File: config.mk
export PLATFORM = sky130hd
export DESIGN_NAME = mc_ctrl_fsm
export DESIGN_NICKNAME = d
export VERILOG_FILES = /design/src/rtl/mc_ctrl_fsm.sv
export SDC_FILE = /design/constraint.sdc
export NUM_CORES = 1
export LEC_CHECK = 0
export BUFFER_PORTS_ARGS = -buffer_cell sky130_fd_sc_hd__buf_2
export CAP_MARGIN = 20
export CORE_UTILIZATION = 52
export DETAILED_ROUTE_END_ITERATION = 16
export PLACE_DENSITY = 0.87
export SLEW_MARGIN = 40
export SYNTH_ARGS = -nofsm -noshare
export SYNTH_HDL_FRONTEND = slang
export SYNTH_SLANG_ARGS = --single-unit
File: constraint.sdc
create_clock -name clk -period 3 [get_ports clk]
set_clock_uncertainty 0.15 [all_clocks]
set_input_delay 0.15 -clock clk [delete_from_list [all_inputs] [get_ports clk]]
set_output_delay 0.15 -clock clk [all_outputs]
set_load 0.05 [all_outputs]
File: src/rtl/mc_ctrl_fsm.sv
// ---------------------------------------------------------------------------
// mc_ctrl_fsm
//   Main control FSM for a multicycle MIPS-style datapath. A Moore machine
//   walks each instruction through fetch, decode, address/execute,
//   memory and write-back steps and drives the datapath mux selects and
//   write enables for each step.
//
// Parameters
//   EXT_OPS   1: ANDI, ORI and BNE are decoded; 0: they trap as illegal.
//   MEM_HS    1: fetch and memory steps wait for mem_ready;
//             0: mem_ready is ignored and treated as always 1.
//
// Ports
//   clk        single clock, all state changes on its rising edge
//   reset      synchronous active-high reset
//   op         opcode field of the instruction register
//   mem_ready  memory access completes in the current cycle
//   iord, irwrite, pcwrite, branch, branch_ne, memwrite, regwrite,
//   regdst, memtoreg, alusrca, zeroext   datapath controls
//   alusrcb, pcsrc, aluop                datapath mux and ALU-class selects
//   illegal    high while a trapped opcode is being retired
//   retire     one-cycle pulse when an instruction completes
//   state      current state encoding, for debug
// ---------------------------------------------------------------------------
module mc_ctrl_fsm #(
  parameter int EXT_OPS = 1,
  parameter int MEM_HS  = 1
) (
  input  logic       clk,
  input  logic       reset,
  input  logic [5:0] op,
  input  logic       mem_ready,
  output logic       iord,
  output logic       irwrite,
  output logic       pcwrite,
  output logic       branch,
  output logic       branch_ne,
  output logic       memwrite,
  output logic       regwrite,
  output logic       regdst,
  output logic       memtoreg,
  output logic       alusrca,
  output logic       zeroext,
  output logic [1:0] alusrcb,
  output logic [1:0] pcsrc,
  output logic [1:0] aluop,
  output logic       illegal,
  output logic       retire,
  output logic [3:0] state
);

  localparam logic [5:0] OP_RTYPE = 6'b000000;
  localparam logic [5:0] OP_LW    = 6'b100011;
  localparam logic [5:0] OP_SW    = 6'b101011;
  localparam logic [5:0] OP_BEQ   = 6'b000100;
  localparam logic [5:0] OP_ADDI  = 6'b001000;
  localparam logic [5:0] OP_J     = 6'b000010;
  localparam logic [5:0] OP_BNE   = 6'b000101;
  localparam logic [5:0] OP_ANDI  = 6'b001100;
  localparam logic [5:0] OP_ORI   = 6'b001101;

  typedef enum logic [3:0] {
    FETCH   = 4'd0,
    DECODE  = 4'd1,
    MEMADR  = 4'd2,
    MEMRD   = 4'd3,
    MEMWB   = 4'd4,
    MEMWR   = 4'd5,
    EXECUTE = 4'd6,
    ALUWB   = 4'd7,
    BRANCH  = 4'd8,
    ADDIEX  = 4'd9,
    IMMWB   = 4'd10,
    JUMP    = 4'd11,
    IMMEX   = 4'd12,
    TRAP    = 4'd13
  } state_t;

  state_t     stateQ;
  state_t     nextState;
  state_t     targetState;
  logic [5:0] opLatched;
  logic       memReady;
  logic       extOn;

  // Registered copies of the per-state outputs, loaded with the values of
  // the state being entered so they change together with the state.
  logic       iordQ, branchQ, branchNeQ, memwriteQ, regwriteQ, regdstQ;
  logic       memtoregQ, alusrcaQ, zeroextQ, illegalQ, retireQ;
  logic       fetchQ, jumpQ, memwrQ;
  logic [1:0] alusrcbQ, pcsrcQ, aluopQ;

  logic       dIord, dBranch, dBranchNe, dMemwrite, dRegwrite, dRegdst;
  logic       dMemtoreg, dAlusrca, dZeroext, dIllegal, dRetire;
  logic       dFetch, dJump, dMemwr;
  logic [1:0] dAlusrcb, dPcsrc, dAluop;

  assign memReady = (MEM_HS != 0) ? mem_ready : 1'b1;
  assign extOn    = (EXT_OPS != 0);

  // Next-state logic. The decode split looks at the live opcode because
  // the latch is only written on that same edge; the MEMADR split looks
  // at the latched opcode so later changes on op cannot redirect it.
  // Unused encodings fall back to FETCH.
  always_comb begin
    nextState = stateQ;
    case (stateQ)
      FETCH:   if (memReady) nextState = DECODE;
      DECODE: begin
        case (op)
          OP_RTYPE:     nextState = EXECUTE;
          OP_LW, OP_SW: nextState = MEMADR;
          OP_BEQ:       nextState = BRANCH;
          OP_ADDI:      nextState = ADDIEX;
          OP_J:         nextState = JUMP;
          OP_BNE:       nextState = extOn ? BRANCH : TRAP;
          OP_ANDI,
          OP_ORI:       nextState = extOn ? IMMEX : TRAP;
          default:      nextState = TRAP;
        endcase
      end
      MEMADR:  nextState = (opLatched == OP_LW) ? MEMRD : MEMWR;
      MEMRD:   if (memReady) nextState = MEMWB;
      MEMWR:   if (memReady) nextState = FETCH;
      EXECUTE: nextState = ALUWB;
      ADDIEX:  nextState = IMMWB;
      IMMEX:   nextState = IMMWB;
      MEMWB, ALUWB, IMMWB, BRANCH, JUMP, TRAP: nextState = FETCH;
      default: nextState = FETCH;
    endcase
  end

  // The state actually loaded on the coming edge; reset always wins.
  always_comb begin
    targetState = reset ? FETCH : nextState;
  end

  // Output decode of the state being entered. BRANCH is only ever entered
  // from DECODE, so the live opcode is the one being latched on that edge.
  always_comb begin
    dIord     = 1'b0;
    dBranch   = 1'b0;
    dBranchNe = 1'b0;
    dMemwrite = 1'b0;
    dRegwrite = 1'b0;
    dRegdst   = 1'b0;
    dMemtoreg = 1'b0;
    dAlusrca  = 1'b0;
    dZeroext  = 1'b0;
    dIllegal  = 1'b0;
    dRetire   = 1'b0;
    dFetch    = 1'b0;
    dJump     = 1'b0;
    dMemwr    = 1'b0;
    dAlusrcb  = 2'b00;
    dPcsrc    = 2'b00;
    dAluop    = 2'b00;
    case (targetState)
      FETCH: begin
        dAlusrcb = 2'b01;
        dFetch   = 1'b1;
      end
      DECODE:  dAlusrcb = 2'b11;
      MEMADR, ADDIEX: begin
        dAlusrca = 1'b1;
        dAlusrcb = 2'b10;
      end
      MEMRD:   dIord = 1'b1;
      MEMWB: begin
        dMemtoreg = 1'b1;
        dRegwrite = 1'b1;
        dRetire   = 1'b1;
      end
      MEMWR: begin
        dIord     = 1'b1;
        dMemwrite = 1'b1;
        dMemwr    = 1'b1;
      end
      EXECUTE: begin
        dAlusrca = 1'b1;
        dAluop   = 2'b10;
      end
      ALUWB: begin
        dRegdst   = 1'b1;
        dRegwrite = 1'b1;
        dRetire   = 1'b1;
      end
      BRANCH: begin
        dAlusrca  = 1'b1;
        dAluop    = 2'b01;
        dPcsrc    = 2'b01;
        dBranch   = 1'b1;
        dBranchNe = (op == OP_BNE);
        dRetire   = 1'b1;
      end
      IMMEX: begin
        dAlusrca = 1'b1;
        dAlusrcb = 2'b10;
        dAluop   = 2'b11;
        dZeroext = 1'b1;
      end
      IMMWB: begin
        dRegwrite = 1'b1;
        dRetire   = 1'b1;
      end
      JUMP: begin
        dPcsrc  = 2'b10;
        dJump   = 1'b1;
        dRetire = 1'b1;
      end
      TRAP: begin
        dIllegal = 1'b1;
        dRetire  = 1'b1;
      end
      default: begin
        dIllegal = 1'b1;
        dRetire  = 1'b1;
      end
    endcase
  end

  // State register, opcode latch and registered outputs. The opcode is
  // captured on the edge that leaves DECODE and cleared by reset.
  always_ff @(posedge clk) begin
    if (reset) begin
      stateQ    <= FETCH;
      opLatched <= '0;
    end else begin
      stateQ <= nextState;
      if (stateQ == DECODE) opLatched <= op;
    end
    iordQ     <= dIord;
    branchQ   <= dBranch;
    branchNeQ <= dBranchNe;
    memwriteQ <= dMemwrite;
    regwriteQ <= dRegwrite;
    regdstQ   <= dRegdst;
    memtoregQ <= dMemtoreg;
    alusrcaQ  <= dAlusrca;
    zeroextQ  <= dZeroext;
    illegalQ  <= dIllegal;
    retireQ   <= dRetire;
    fetchQ    <= dFetch;
    jumpQ     <= dJump;
    memwrQ    <= dMemwr;
    alusrcbQ  <= dAlusrcb;
    pcsrcQ    <= dPcsrc;
    aluopQ    <= dAluop;
  end

  // Fetch enables and the store retire depend on mem_ready in the same
  // cycle; every side-effecting output is held low while reset is high.
  assign irwrite   = fetchQ & memReady & ~reset;
  assign pcwrite   = (jumpQ | (fetchQ & memReady)) & ~reset;
  assign memwrite  = memwriteQ & ~reset;
  assign regwrite  = regwriteQ & ~reset;
  assign branch    = branchQ & ~reset;
  assign illegal   = illegalQ & ~reset;
  assign retire    = (retireQ | (memwrQ & memReady)) & ~reset;
  assign iord      = iordQ;
  assign branch_ne = branchNeQ;
  assign regdst    = regdstQ;
  assign memtoreg  = memtoregQ;
  assign alusrca   = alusrcaQ;
  assign zeroext   = zeroextQ;
  assign alusrcb   = alusrcbQ;
  assign pcsrc     = pcsrcQ;
  assign aluop     = aluopQ;
  assign state     = stateQ;

endmodule

* Word-level counts from Yosys, hierarchy flattened *
Index checks and enable logic that the tools add are counted.

storage, ports and cells
  flip-flop bits (word level) = 29
  input bits = 9
  output and inout port bits = 23
  word-level logic and storage cells = 93

operators by class
  equal/unequal tests = 28
  multiplexer cells = 22
  bitwise logic cells = 12
  reductions and logical operators = 13

operators with widths
  operator                                                                count
  4-bit equality test (second input constant)                             7
  4-bit one-hot mux with 7 select lines                                   1
  4-bit by 3-bit equality test with 1-bit output (second input constant)  6
  4-bit one-hot mux with 6 select lines                                   1
  6-bit by 4-bit equality test with 1-bit output (second input constant)  3
  6-bit equality test (second input constant)                             3
  4-bit by 2-bit equality test with 1-bit output (second input constant)  4
  4-bit 2-to-1 mux                                                        4
  13-bit OR reduction                                                     1
  6-bit by 3-bit equality test with 1-bit output (second input constant)  2
  1-bit 2-to-1 mux                                                        12
  2-bit one-hot mux with 3 select lines                                   2
  2-bit OR reduction                                                      5
  1-bit bitwise AND                                                       9
  4-bit by 1-bit equality test with 1-bit output (second input constant)  2
  4-bit logical NOT                                                       2
  8-bit OR reduction                                                      1
  6-bit by 2-bit equality test with 1-bit output (second input constant)  1
  6-bit logical NOT                                                       1
  3-bit OR reduction                                                      2
  5-bit OR reduction                                                      1
  2-bit one-hot mux with 2 select lines                                   1
  3-bit 2-to-1 mux                                                        1
  1-bit bitwise OR                                                        2
  1-bit NOT                                                               1

* Longest topological paths before layout *
Gate-level depths: netlist of run 1.

  word-level depth = 8
  mapped depth = 8
  depth with buffers taken out = 6

* Worst setup path before layout of run 1 *
No wires, ideal clock.

  path kind = flip-flop to flip-flop
  start = register stateQ[0], in the netlist state[0]
  end = register retireQ
  setup time = 0.095 ns
  arrival = 2.549 ns
  data required time = 2.755 ns
  setup slack = 0.205 ns
  stages on the path, launching flop included = 9
  buffers on the path = 2
  cell sequence = dfxtp_1 > or4b_1 > buf_2 > a2111o_1 > and4_4 > buf_6 > nand2_2 > or4b_1 > o311ai_1

between the ends
  cells in the longest elaborated chain, start to end = 7
  elaborated cells on any way between the ends = 24

RTL lines
  element                                      line  text
  from (decl)                                  79    state_t stateQ;
  from (signal assigned)                       229   stateQ <= nextState;
  4-bit equality test                          107   case (stateQ)
  2-bit OR reduction (no line)                 -
  4-bit one-hot mux with 7 select lines *      107
  4-bit 2-to-1 mux *                           -
  4-bit equality test (tied with other cells)  158   case (targetState)
  8-bit OR reduction (no line) *               -
  1-bit 2-to-1 mux *                           158
  via dRetire                                  94    logic dMemtoreg, dAlusrca, dZeroext, dIllegal, dRetire;
  to (signal assigned)                         242   retireQ <= dRetire;
  to (decl)                                    89    logic memtoregQ, alusrcaQ, zeroextQ, illegalQ, retireQ;

The timed path passes the listed nets; every way through them passes the cells marked *.
A chain may end at the register's enable or synchronous reset.

* Worst setup path after layout of run 1 *
  start = register stateQ[1], in the netlist state[1]
  end = register retireQ

The elaborated chain is that of the path after synthesis.

==> flow_summary.yaml, run 1 <==
die:
  dieArea_um2: 2790
  start_util: 0.548
  coreArea_um2: 2450
  row_count: 18
  die_w_um: 52.9
  die_y_um: 52.9
  io-pin-count: 32
power_and_ir_drop:
  p_leak_nw: 0.728
  vdd_drop_max_v: 0.000529
  power.total_mw: 1.39
  power.density_nw_per_um2: 838
placed_design:
  dp_slack_ns: 0.310
  placedCellCount: 214
  postPlaceCellArea_um2: 1520
  dpl.hpwl_mm: 2.40
  port_buffers: 31
  place.gp.congestion: 0.999
synthesis:
  synthesis.area_um2: 1350
  synth_area_per_cell_um2: 8.46
  synthAdderAreaFrac: 0
  synth-seq-cells: 29
  syn_nets: 168
  yosysUniqueCellTypes: 45
  synth-edff-count: 0
  async_flop_share: 0
  synth_mux_area_frac: 0
  synth-compound-area-share: 0.186
  synthFlopType: "dfxtp_1"
  synth_cells: 159
  yosysSeqAreaShare: 0.432
  synthSimpleGateAreaFrac: 0.327
  yosysWarnings: 0
  yosys.area_share.xor_xnor: 0.0130
  synth_top_family_by_area: "simple AND/OR/NAND/NOR gates"
route:
  routed_wl_mm: 3.44
  drt_iter0_drc: 45
  postRouteAntennaNets: 0
  viasPerCell: 5.97
  drc_errors: 0
  wl_per_cell_um: 15.1
  drt_first_pass_iters: 4
  num_vias: 1361
clock_tree:
  cts_setup_buffers: 0
  root_buffer: "clkbuf_4"
  cts-resized-gates: 0
  hold_buffers: 6
  htreeDepth: 2
  clk_pin_slew_worst_paths_ns: 0.10
  cts_made_buffers: 5
  max-clock-path-buffers: 2
  cts_tree: "yes"
  cts_sinks: 29
  clk_latency_ns: 0.32
layout:
  drive_gt1_frac: 0.227
  synthToLayoutAreaGrowth_pct: 23.6
  final_cells: 228
  utilization: 0.677
  diodes: 0
  fin_nets: 206
  postLayoutCellArea_um2: 1660
setup_path:
  r2r_slack_ns: 0.25
  crit_slowest_cell: "or4b_1"
  critPathTopFamily: "simple AND/OR/NAND/NOR gates"
  path_buf_inv: 0
  criticalPathCategory: "flip-flop to flip-flop"
  worst_setup_path_start_kind: "flip-flop"
  slowest_delay_ns: 0.71
  cp.required_ns: 3.04
  worstPathMaxFanout: 14
  critPathCaptureType: "flip-flop"
  arrival_ns: 2.80
  path_cells: "or4b_1 -> a2111o_1 -> nand4_1 -> nor3_1 -> o211ai_1 -> o311ai_1"
timing:
  period_needed_ns: 2.75
  maxSlewHeadroom: 0.484
  fmax_mhz: 363
  hold_viol: 0
  setup_violations: 0
  fin_tns_setup_ns: 0
  rsz0062_at_grt: "no"
  drv_slew: 0
  hold_ws_ns: 0.0410
  tightest_slew_ns: 0.771
  period_share: 0.918
  setup_ws_ns: 0.246
min_path:
  hold_path_class: "input pin to flip-flop"
grt:
  grt_max_degree: 17
  overflow: 0
  grt_usage: 0.268
  antenna_found_initial: 0
  grt_pass1_vias: 1225
  grt_pass1_wl_mm: 5.29
run_status:
  status: "finished, final reports clean"
job:
  maxCapViolCount: 0
==> routing by layer <==
metal | share of wire | GRT usage
met5 | 0 | 0
met4 | 0.015 | 0.158
met3 | 0.054 | 0.0603
met2 | 0.51 | 0.468
met1 | 0.42 | 0.291
==> cells in the mapped netlist (2+ instances only) <==
cell	instances	area (um^2)
nor2_1	11	41.3
nor4_1	4	25.0
nand3b_1	2	15.0
or4b_1	3	30.0
a31oi_1	2	12.5
nand2_1	17	63.8
o22a_1	2	17.5
inv_1	4	15.0
a21oi_1	15	75.1
dfxtp_1	29	581
xnor2_1	2	17.5
nor2b_1	9	56.3
clkbuf_1	6	22.5
or4_1	3	22.5
nor3_1	7	35.0
o21ai_0	6	30.0
nand3_1	2	10.0
and3_1	5	31.3
or3_1	2	12.5
nor3b_1	3	22.5
==> layout by cell type, fill, tap and decap left out, drive strengths merged, types with 2 or more instances in the layout <==
cell type    synthesis  layout
clkbuf               6       7
nand2               18      18
xnor2                2       2
o22a                 2       2
nand3b               2       2
dlygate4sd3          0       6
or4                  3       3
a31oi                2       2
a21oi               15      15
nor3                 7       7
inv                  4       4
buf                  3      34
o21ai                7       7
nor3b                3       3
or3                  2       2
or4b                 4       4
and3                 5       5
nand3                2       2
dfxtp               29      29
nor2                11      11
nor2b                9       9
nor4                 4       4
==> logic make-up after synthesis <==
group	count (synthesis)
flip-flops	29
XOR/XNOR	2
AO/OA/AOI/OAI	38
buffers and inverters	13
AND/OR/NAND/NOR	77
==> state kept, by name, summed over array words and instances (netlist names), 2 cells and up <==
register / count
aluop: 2
alusrcb: 2
opLatched: 6
pcsrc: 2
state: 4
==> power by group <==
| group | switching [mW] | total (mW) | internal (mW) |
|---|---|---|---|
| registers | 0.0377 | 0.489 | 0.452 |
| clock network | 0.132 | 0.331 | 0.199 |
| logic | 0.407 | 0.573 | 0.165 |
| total | 0.577 | 1.39 | 0.816 |
==> cell type report <==
type	instances	area [um^2]
Tap cell	30	37.5
Clock buffer	7	55.1
Fill cell	210	792
Timing Repair Buffer	40	238
Inverter	4	15.0
Sequential cell	29	581
Clock inverter	1	30.0
Multi-Input combinational cell	117	707
==> path summary, 6_finish.rpt <==
path                startpoint           end  depth (start not counted)
setup / recovery      state[1]       retireQ                          6
hold / removal           reset  opLatched[5]                          2
setup reg to reg      state[1]       retireQ                          6
hold reg to reg   opLatched[2]  opLatched[2]                          2
Note: power is estimated with default switching activity, not from simulation.
==> run 2, diff against run 1 <==
CORE_UTILIZATION = 42   (was 52)
PLACE_DENSITY = 0.74   (was 0.87)
==> run 2 against run 1 <==
  * First-iteration DRC count grew 58%
  * Hold slack lost 0.0017 ns
  * Clock power is essentially flat
  * Non-clock buffer count grew 1
  * Global-route usage shrank 5.3 points
  * Worst setup slack gained 0.092 ns
  * Sequential power is essentially flat
  * Fmax grew 3.5%
  * Wire length shrank 5.0%
  * Largest power group unchanged
==> flow_summary.yaml, run 2 (synthesized netlist as in run 1, its figures left out) <==
run_status:
  status: "finished, final reports clean"
layout:
  drive_gt1_frac: 0.231
  final_cells: 243
  regMostFlops: "opLatched"
  layout_commonest_cell: "buf_2"
  most-common-layout-cells: "buf_2, dfxtp_1, nand2_1, a21oi_1, nor2_1"
  fin_nets: 207
  synthToLayoutAreaGrowth_pct: 25.5
  diodes: 0
  largest_reg_flops: 6
timing:
  drv_slew: 0
  period_share: 0.887
  maxSlewHeadroom: 0.500
  period_needed_ns: 2.66
  rsz0062_at_grt: "no"
  setup_violations: 0
  hold_ws_ns: 0.0393
  tightest_slew_ns: 0.748
  hold_viol: 0
  setup_ws_ns: 0.338
  fin_tns_setup_ns: 0
  fmax_mhz: 376
route:
  num_vias: 1312
  postRouteAntennaNets: 0
  drt_iter0_drc: 71
  routed_wl_mm: 3.27
  wl_per_cell_um: 13.4
  viasPerCell: 5.40
  drt_first_pass_iters: 4
  drc_errors: 0
setup_path:
  crit_slowest_cell: "or4b_1"
  critPathCaptureType: "flip-flop"
  criticalPathCategory: "flip-flop to flip-flop"
  path_cells: "or4b_1 -> a2111o_1 -> and4_4 -> nand2_2 -> or4b_1 -> o311ai_1"
  cp.required_ns: 3.07
  worstPathMaxFanout: 14
  cp_common_cell: "or4b_1"
  slowest_delay_ns: 0.66
  worst_setup_path_start_kind: "flip-flop"
  arrival_ns: 2.74
clock_tree:
  cts-resized-gates: 0
  cts_tree: "yes"
  cts_sinks: 29
  hold_buffers: 6
  cts_setup_buffers: 0
  clk_pin_slew_worst_paths_ns: 0.09
  max-clock-path-buffers: 2
  clk_latency_ns: 0.33
  cts_made_buffers: 5
  root_buffer: "clkbuf_4"
  htreeDepth: 2
placed_design:
  dpl.hpwl_mm: 2.28
  placedCellCount: 229
  dp_slack_ns: 0.374
  place.gp.congestion: 0.942
  port_buffers: 31
die:
  coreArea_um2: 3050
  die_w_um: 58.6
  die_y_um: 58.6
  dieArea_um2: 3430
  row_count: 20
  start_util: 0.441
  io-pin-count: 32
power_and_ir_drop:
  p_leak_nw: 0.734
  power.density_nw_per_um2: 819
  vdd_drop_max_v: 0.000486
grt:
  grt_pass1_vias: 1242
  grt_pass1_wl_mm: 5.57
  grt_max_degree: 17
  antenna_found_initial: 0
  grt_usage: 0.215
  overflow: 0
job:
  maxCapViolCount: 0
min_path:
  hold_path_class: "input pin to flip-flop"
==> run 2: cell count changes in the layout (fill, tap and decap cells not counted), sizes merged <==
cell / before / now
buf: 34 / 35
==> run 2: worst paths after layout <==
path	from	end	slack, ns	cells past startpoint
setup / recovery	state[2]	retireQ	0.34	6
hold / removal	reset	opLatched[2]	0.04	2
setup reg to reg	state[2]	retireQ	0.34	6
hold reg to reg	opLatched[2]	opLatched[2]	0.31	2
==> run 2: stage by stage <==
stage,cell area [um^2],util,power (mW)
3_3_place_gp,1540,0.505,1.04
4_1_cts,1690,0.553,1.39
2_1_floorplan,1350,-,0.925
3_5_place_dp,1540,0.505,1.05
5_1_grt,1690,0.553,1.47
6_report,1690,0.553,1.38
==> run 2: report_power, final <==
part	internal (mW)	switching [mW]	total [mW]
clock network	0.199	0.134	0.333
registers	0.452	0.0342	0.486
logic	0.166	0.398	0.565
==> run 2: layout make-up <==
class,count,area (um^2)
Clock buffer,7,55.1
Clock inverter,1,30.0
Fill cell,310,1370
Inverter,4,15.0
Multi-Input combinational cell,117,707
Sequential cell,29,581
Tap cell,44,55.1
Timing Repair Buffer,41,245
==> run 2: metal layers <==
metal	wire [um]	global-route usage
met5	0	0
met4	51	0.0782
met3	135	0.0615
met2	1580	0.340
met1	1510	0.279
==> run 2: worst max-delay path: cells and delay by family (launching register included) <==
kind               cells  cell delay [ns]
AOI/OAI and AO/OA      2             0.57
and+or+nand+nor        4             1.41
DFF                    1             0.43
